===== config.mk =====
export PLATFORM = sky130hd
export DESIGN_NAME = sysbus_decoder
export DESIGN_NICKNAME = d
export VERILOG_FILES = /design/src/rtl/sysbus_decoder.sv
export SDC_FILE = /design/constraint.sdc
export NUM_CORES = 1
export LEC_CHECK = 0
export ABC_AREA = 1
export BUFFER_PORTS_ARGS = -buffer_cell sky130_fd_sc_hd__buf_4
export CAP_MARGIN = 0
export CORE_AREA = 2 2 105 107
export DETAILED_ROUTE_END_ITERATION = 10
export DIE_AREA = 0 0 107 109
export PLACE_DENSITY_LB_ADDON = 0.2
export SLEW_MARGIN = 30
export SYNTH_ARGS = -nofsm -noshare
export SYNTH_HDL_FRONTEND = slang
export SYNTH_SLANG_ARGS = --single-unit

===== constraint.sdc =====
create_clock -name clk -period 1 [get_ports clk]
set_input_delay 0.2 -clock clk [delete_from_list [all_inputs] [get_ports clk]]
set_output_delay 0.2 -clock clk [all_outputs]
set_load 0.01 [all_outputs]

===== src/rtl/sysbus_decoder.sv =====
// System-bus address decoder: routes each core access to one slave by address MSBs and
// returns read data from the addressed slave after a fixed latency, with error capture.
module sysbus_decoder #(
  parameter int                             NUM_SLAVES    = 2,
  parameter int                             DEC_BITS      = 4,
  parameter logic [NUM_SLAVES*DEC_BITS-1:0] REGION_TAGS   = {4'h9, 4'h0},
  parameter bit                             HAS_DEFAULT   = 1'b1,
  parameter int                             DEFAULT_SLAVE = 0,
  parameter int                             RD_LAT        = 1,
  parameter bit                             OUT_REG       = 1'b0,
  parameter logic [31:0]                    ERR_DATA      = 32'hDEAD_BEEF
) (
  input  logic                     clk,
  input  logic                     rst,
  input  logic                     m_en,
  input  logic                     m_rdwr,
  input  logic [31:0]              m_addr,
  input  logic [31:0]              m_wr_data,
  input  logic [3:0]               m_mask,
  output logic [31:0]              m_rd_data,
  output logic                     m_rd_valid,
  output logic [NUM_SLAVES-1:0]    s_en,
  output logic                     s_rdwr,
  output logic [31:0]              s_addr,
  output logic [31:0]              s_wr_data,
  output logic [3:0]               s_mask,
  input  logic [NUM_SLAVES*32-1:0] s_rd_data,
  output logic                     err_flag,
  output logic [31:0]              err_addr,
  input  logic                     err_clr
);
  localparam int SW = (NUM_SLAVES > 1) ? $clog2(NUM_SLAVES) : 1;

  logic [NUM_SLAVES-1:0] hit;
  logic [SW-1:0]         sel;
  logic                  mapped;
  logic [31:0]           s_word [NUM_SLAVES];

  for (genvar i = 0; i < NUM_SLAVES; i++) begin : g_slv
    assign hit[i]    = (m_addr[31 -: DEC_BITS] == REGION_TAGS[i*DEC_BITS +: DEC_BITS]);
    assign s_word[i] = s_rd_data[i*32 +: 32];
  end

  // Walk downwards so the lowest matching index is the one left standing.
  always_comb begin
    sel    = SW'(DEFAULT_SLAVE);
    mapped = HAS_DEFAULT;
    for (int i = NUM_SLAVES - 1; i >= 0; i--) begin
      if (hit[i]) begin
        sel    = SW'(i);
        mapped = 1'b1;
      end
    end
  end

  always_comb begin
    s_en = '0;
    if (m_en && mapped && !rst) s_en[sel] = 1'b1;
  end

  assign s_rdwr    = m_rdwr;
  assign s_addr    = {m_addr[31:2], 2'b00};
  assign s_wr_data = m_wr_data;
  assign s_mask    = m_mask;

  // Read tracking: stage s holds the access issued s cycles ago.
  logic [RD_LAT:1]         vld_pipe;
  logic [RD_LAT:1]         wr_pipe;
  logic [RD_LAT:1]         unm_pipe;
  logic [RD_LAT:1][SW-1:0] sel_pipe;

  always_ff @(posedge clk) begin
    if (rst) begin
      vld_pipe <= '0;
      wr_pipe  <= '0;
    end else begin
      vld_pipe[1] <= m_en & ~m_rdwr;
      wr_pipe[1]  <= m_en & m_rdwr;
      for (int s = 2; s <= RD_LAT; s++) begin
        vld_pipe[s] <= vld_pipe[s-1];
        wr_pipe[s]  <= wr_pipe[s-1];
      end
    end
  end

  always_ff @(posedge clk) begin
    unm_pipe[1] <= ~mapped;
    sel_pipe[1] <= sel;
    for (int s = 2; s <= RD_LAT; s++) begin
      unm_pipe[s] <= unm_pipe[s-1];
      sel_pipe[s] <= sel_pipe[s-1];
    end
  end

  logic        ret_vld;
  logic [31:0] ret_data;
  logic [31:0] data_q;
  logic        vld_q;

  assign ret_vld  = vld_pipe[RD_LAT];
  assign ret_data = unm_pipe[RD_LAT] ? ERR_DATA : s_word[sel_pipe[RD_LAT]];

  // data_q doubles as the output register and as the hold value between returns.
  always_ff @(posedge clk) begin
    if (rst) begin
      data_q <= '0;
      vld_q  <= 1'b0;
    end else begin
      vld_q <= ret_vld;
      if (ret_vld) data_q <= ret_data;
    end
  end

  assign m_rd_valid = (OUT_REG ? vld_q : ret_vld) & ~rst;
  assign m_rd_data  = (!OUT_REG && ret_vld) ? ret_data : data_q;

  logic new_err;
  assign new_err = m_en & ~mapped;

  always_ff @(posedge clk) begin
    if (rst) begin
      err_flag <= 1'b0;
      err_addr <= '0;
    end else if (new_err && (!err_flag || err_clr)) begin
      err_flag <= 1'b1;
      err_addr <= m_addr;
    end else if (err_clr) begin
      err_flag <= 1'b0;
      err_addr <= '0;
    end
  end

  a_onehot: assert property (@(posedge clk) $onehot0(s_en));
  a_no_wr_ret: assert property (@(posedge clk) disable iff (rst) !(vld_pipe[RD_LAT] && wr_pipe[RD_LAT]));

endmodule


==> flow_metrics.py <==
metrics = {
    "floorplan": {
        "ios": 274,
        "start_util_pct": 24.5,
        "die_area_mm2": 0.0117,
        "coreArea_mm2": 0.0106,
        "placement_rows": 38,
        "fp.dieH_um": 109,
        "die_width_um": 107,
    },
    "grt": {
        "grt_max_degree": 33,
        "antenna_found_initial": 0,
        "grt_pass1_vias": 2266,
        "track_usage_pct": 10.8,
        "grt_overflow": 0,
        "grt_pass1_wl_um": 10100,
    },
    "sta": {
        "finClkSkew_ns": 0.00215,
        "fin_ws_ns": -0.570,
        "fin_tns_setup_ns": -22.43,
        "finalSetupViolations": 65,
        "rsz0062_at_grt": "true",
        "fin_crit_ns": 1.57,
        "fmax_mhz": 637,
        "finalHoldViolCount": 0,
        "finalCritPeriodShare_pct": 157,
        "drv_slew": 0,
    },
    "route": {
        "drtIter0Drc": 62,
        "wl_per_cell_um": 11.7,
        "routed_via_density": 3.93,
        "ant_nets": 0,
        "wirelength_um": 7360,
        "vias": 2471,
        "route.detailed.drc": 0,
        "first_pass_iters": 3,
    },
    "final_layout": {
        "area_delta_synth_final_pct": 54.8,
        "antenna_cells": 0,
        "num-nets-final": 625,
        "multi_input_area_mm2": 0.00133,
        "seq_area_um2": 688,
        "fill_cells": 1130,
        "drive_above_1_share_pct": 63.6,
    },
    "synthesis": {
        "yosysMostFrequentCell": "buf_4",
        "synth_area_mm2": 0.00260,
        "synth_edf_count": 0,
        "synthTopCellsByCount": "buf_4, nand2_1, dfxtp_1, nor2_1, inv_1",
        "ys_warn_count": 0,
        "yosys.area.top_type": "buf_4",
        "synthArstFlopShare_pct": 0,
        "synth_top_area_share_pct": 30.4,
        "syn_avg_cell_area_um2": 6.67,
        "yosysSeqAreaShare_pct": 26.2,
        "netlist_instances": 389,
        "synthFlopType": "dfxtp_1",
        "synth_cell_type_count": 19,
        "ys_ff_latch": 34,
        "ys_top_cells_by_area": "buf_4, dfxtp_1, nand2_1",
    },
    "worst_setup_path": {
        "path_max_fanout": 8,
        "r2r_cells": 10,
        "crit_arrival_ns": 1.37,
        "crit_type": "reg2out",
        "crit_path_end_kind": "primary output",
        "rrSetupSlack_ns": -0.47,
        "regToRegStartpoint": "sel_pipe",
        "crit_required_ns": 0.80,
        "r2r_end": "data_q[20]",
        "start_kind": "flop",
    },
    "place": {
        "dp_hpwl_um": 4440,
        "io_buffers": 111,
        "place.gp.congestion": 0.696,
    },
    "power": {
        "seqPwrFrac_pct": 35.8,
        "clkPwrFrac_pct": 29.7,
        "power_density_mw_per_mm2": 996,
        "power_mw": 4.00,
        "ir_drop_mv": 0.440,
        "p_leak_nw": 2.12,
        "swShare_pct": 27.7,
        "combPwrFrac_pct": 34.5,
        "switchingPower_mw": 1.11,
        "p_int_mw": 2.89,
    },
    "job": {
        "maxCapViolCount": 0,
    },
    "hold_path": {
        "hold_end": "ret_vld",
        "min_path_type": "in2reg",
        "hp-start": "m_rdwr",
        "whs_path_depth": 2,
    },
    "status": {
        "violations": "setup timing",
        "status": "complete, but fails checks",
    },
    "cts": {
        "htree_levels": 2,
        "clockRootBuffer": "clkbuf_8",
        "cts_tree": "yes",
        "clk_pin_slew_ns": 0.07,
        "cts_buffers": 5,
        "cts_sinks": 34,
        "insertion_delay_ns": 0.28,
        "cts_buffer_depth": 2,
    },
}
[what timing repair did]
action / 4_1_cts / 5_1_grt
buffers inserted: 12 / 14
endpoints found under the setup margin: 67 / 67
gates cloned: 2 / 3
pin swaps: 11 / 35
resized for setup: 45 / 88
hold buffers: 0 / 0
[how the worst max path moves through the flow]
stage,endpoint,from,cells past startpoint
floorplan,m_rd_data[0],ret_vld,5
global placement,m_rd_data[13],ret_vld,5
detailed placement,m_rd_data[1],sel_pipe,6
CTS,m_rd_data[13],ret_vld,5
global route,m_rd_data[8],sel_pipe,7
finish,m_rd_data[8],sel_pipe,7
[critical path, cell delays in order (launching register included)]
cell,delay (ns)
dfxtp_4,0.36
buf_12,0.15
clkbuf_16,0.18
nand2_1,0.07
nand3_1,0.08
nand2_2,0.09
inv_2,0.03
buf_4,0.13
[logic make-up after synthesis]
kind of cell	count (synthesis)	share of synthesized area (%)
buf+inv	155	40.0
flops	34	26.2
other cells	1	0.144
simple gates	199	33.6
[layer usage]
metal	wire (um)	track usage (%)	part of all wire [%]
met1	2930	12.0	40
met2	3790	19.2	52
met3	484	3.59	6.6
met4	157	4.45	2.1
met5	0	0	0
[registers in the layout, summed over array words and instances (netlist names)]
signal and flops:
data_q 32, sel_pipe 1, ret_vld 1
[layout by cell type (no fill, tap or decap), drive strengths merged]
master  Yosys  layout
buf       117     175
nand2      98      98
inv        35      37
conb        1      35
nor2       35      35
dfxtp      34      34
nand3      32      32
or2        32      32
clkbuf      3       9
nor3        1       1
nor2b       1       1
[through the flow]
stage / util [%] / hold WS, ns / cells / cell area [um2] / setup WS, ns
2_1_floorplan: - / 0.265 / 423 / 2770 / -0.0552
3_3_place_gp: 30.2 / 0.370 / 594 / 3200 / -0.247
5_1_grt: 37.9 / 0.0600 / 629 / 4020 / -0.644
6_report: 37.9 / 0.0835 / 629 / 4020 / -0.570
3_5_place_dp: 30.2 / 0.371 / 594 / 3200 / -0.263
4_1_cts: 34.0 / 0.0633 / 615 / 3600 / -0.574
[power groups by stage]
stage | Clock (mW) | Combinational [mW] | Sequential (mW)
detailed placement | 0 | 1.07 | 1.47
global placement | 0 | 1.07 | 1.47
floorplan | 0 | 0.860 | 1.46
CTS | 1.27 | 1.21 | 1.44
finish | 1.19 | 1.38 | 1.43
global route | 1.32 | 1.51 | 1.44
[layout make-up]
cell class	count	area share [%]
Inverter	35	3.58
Clock buffer	8	2.74
Tap cell	140	4.36
Sequential cell	34	17.1
Multi-Input combinational cell	234	33.0
Timing Repair Buffer	176	38.5
Timing Repair inverter	2	0.685
Note: power is estimated with default switching activity, not from simulation.
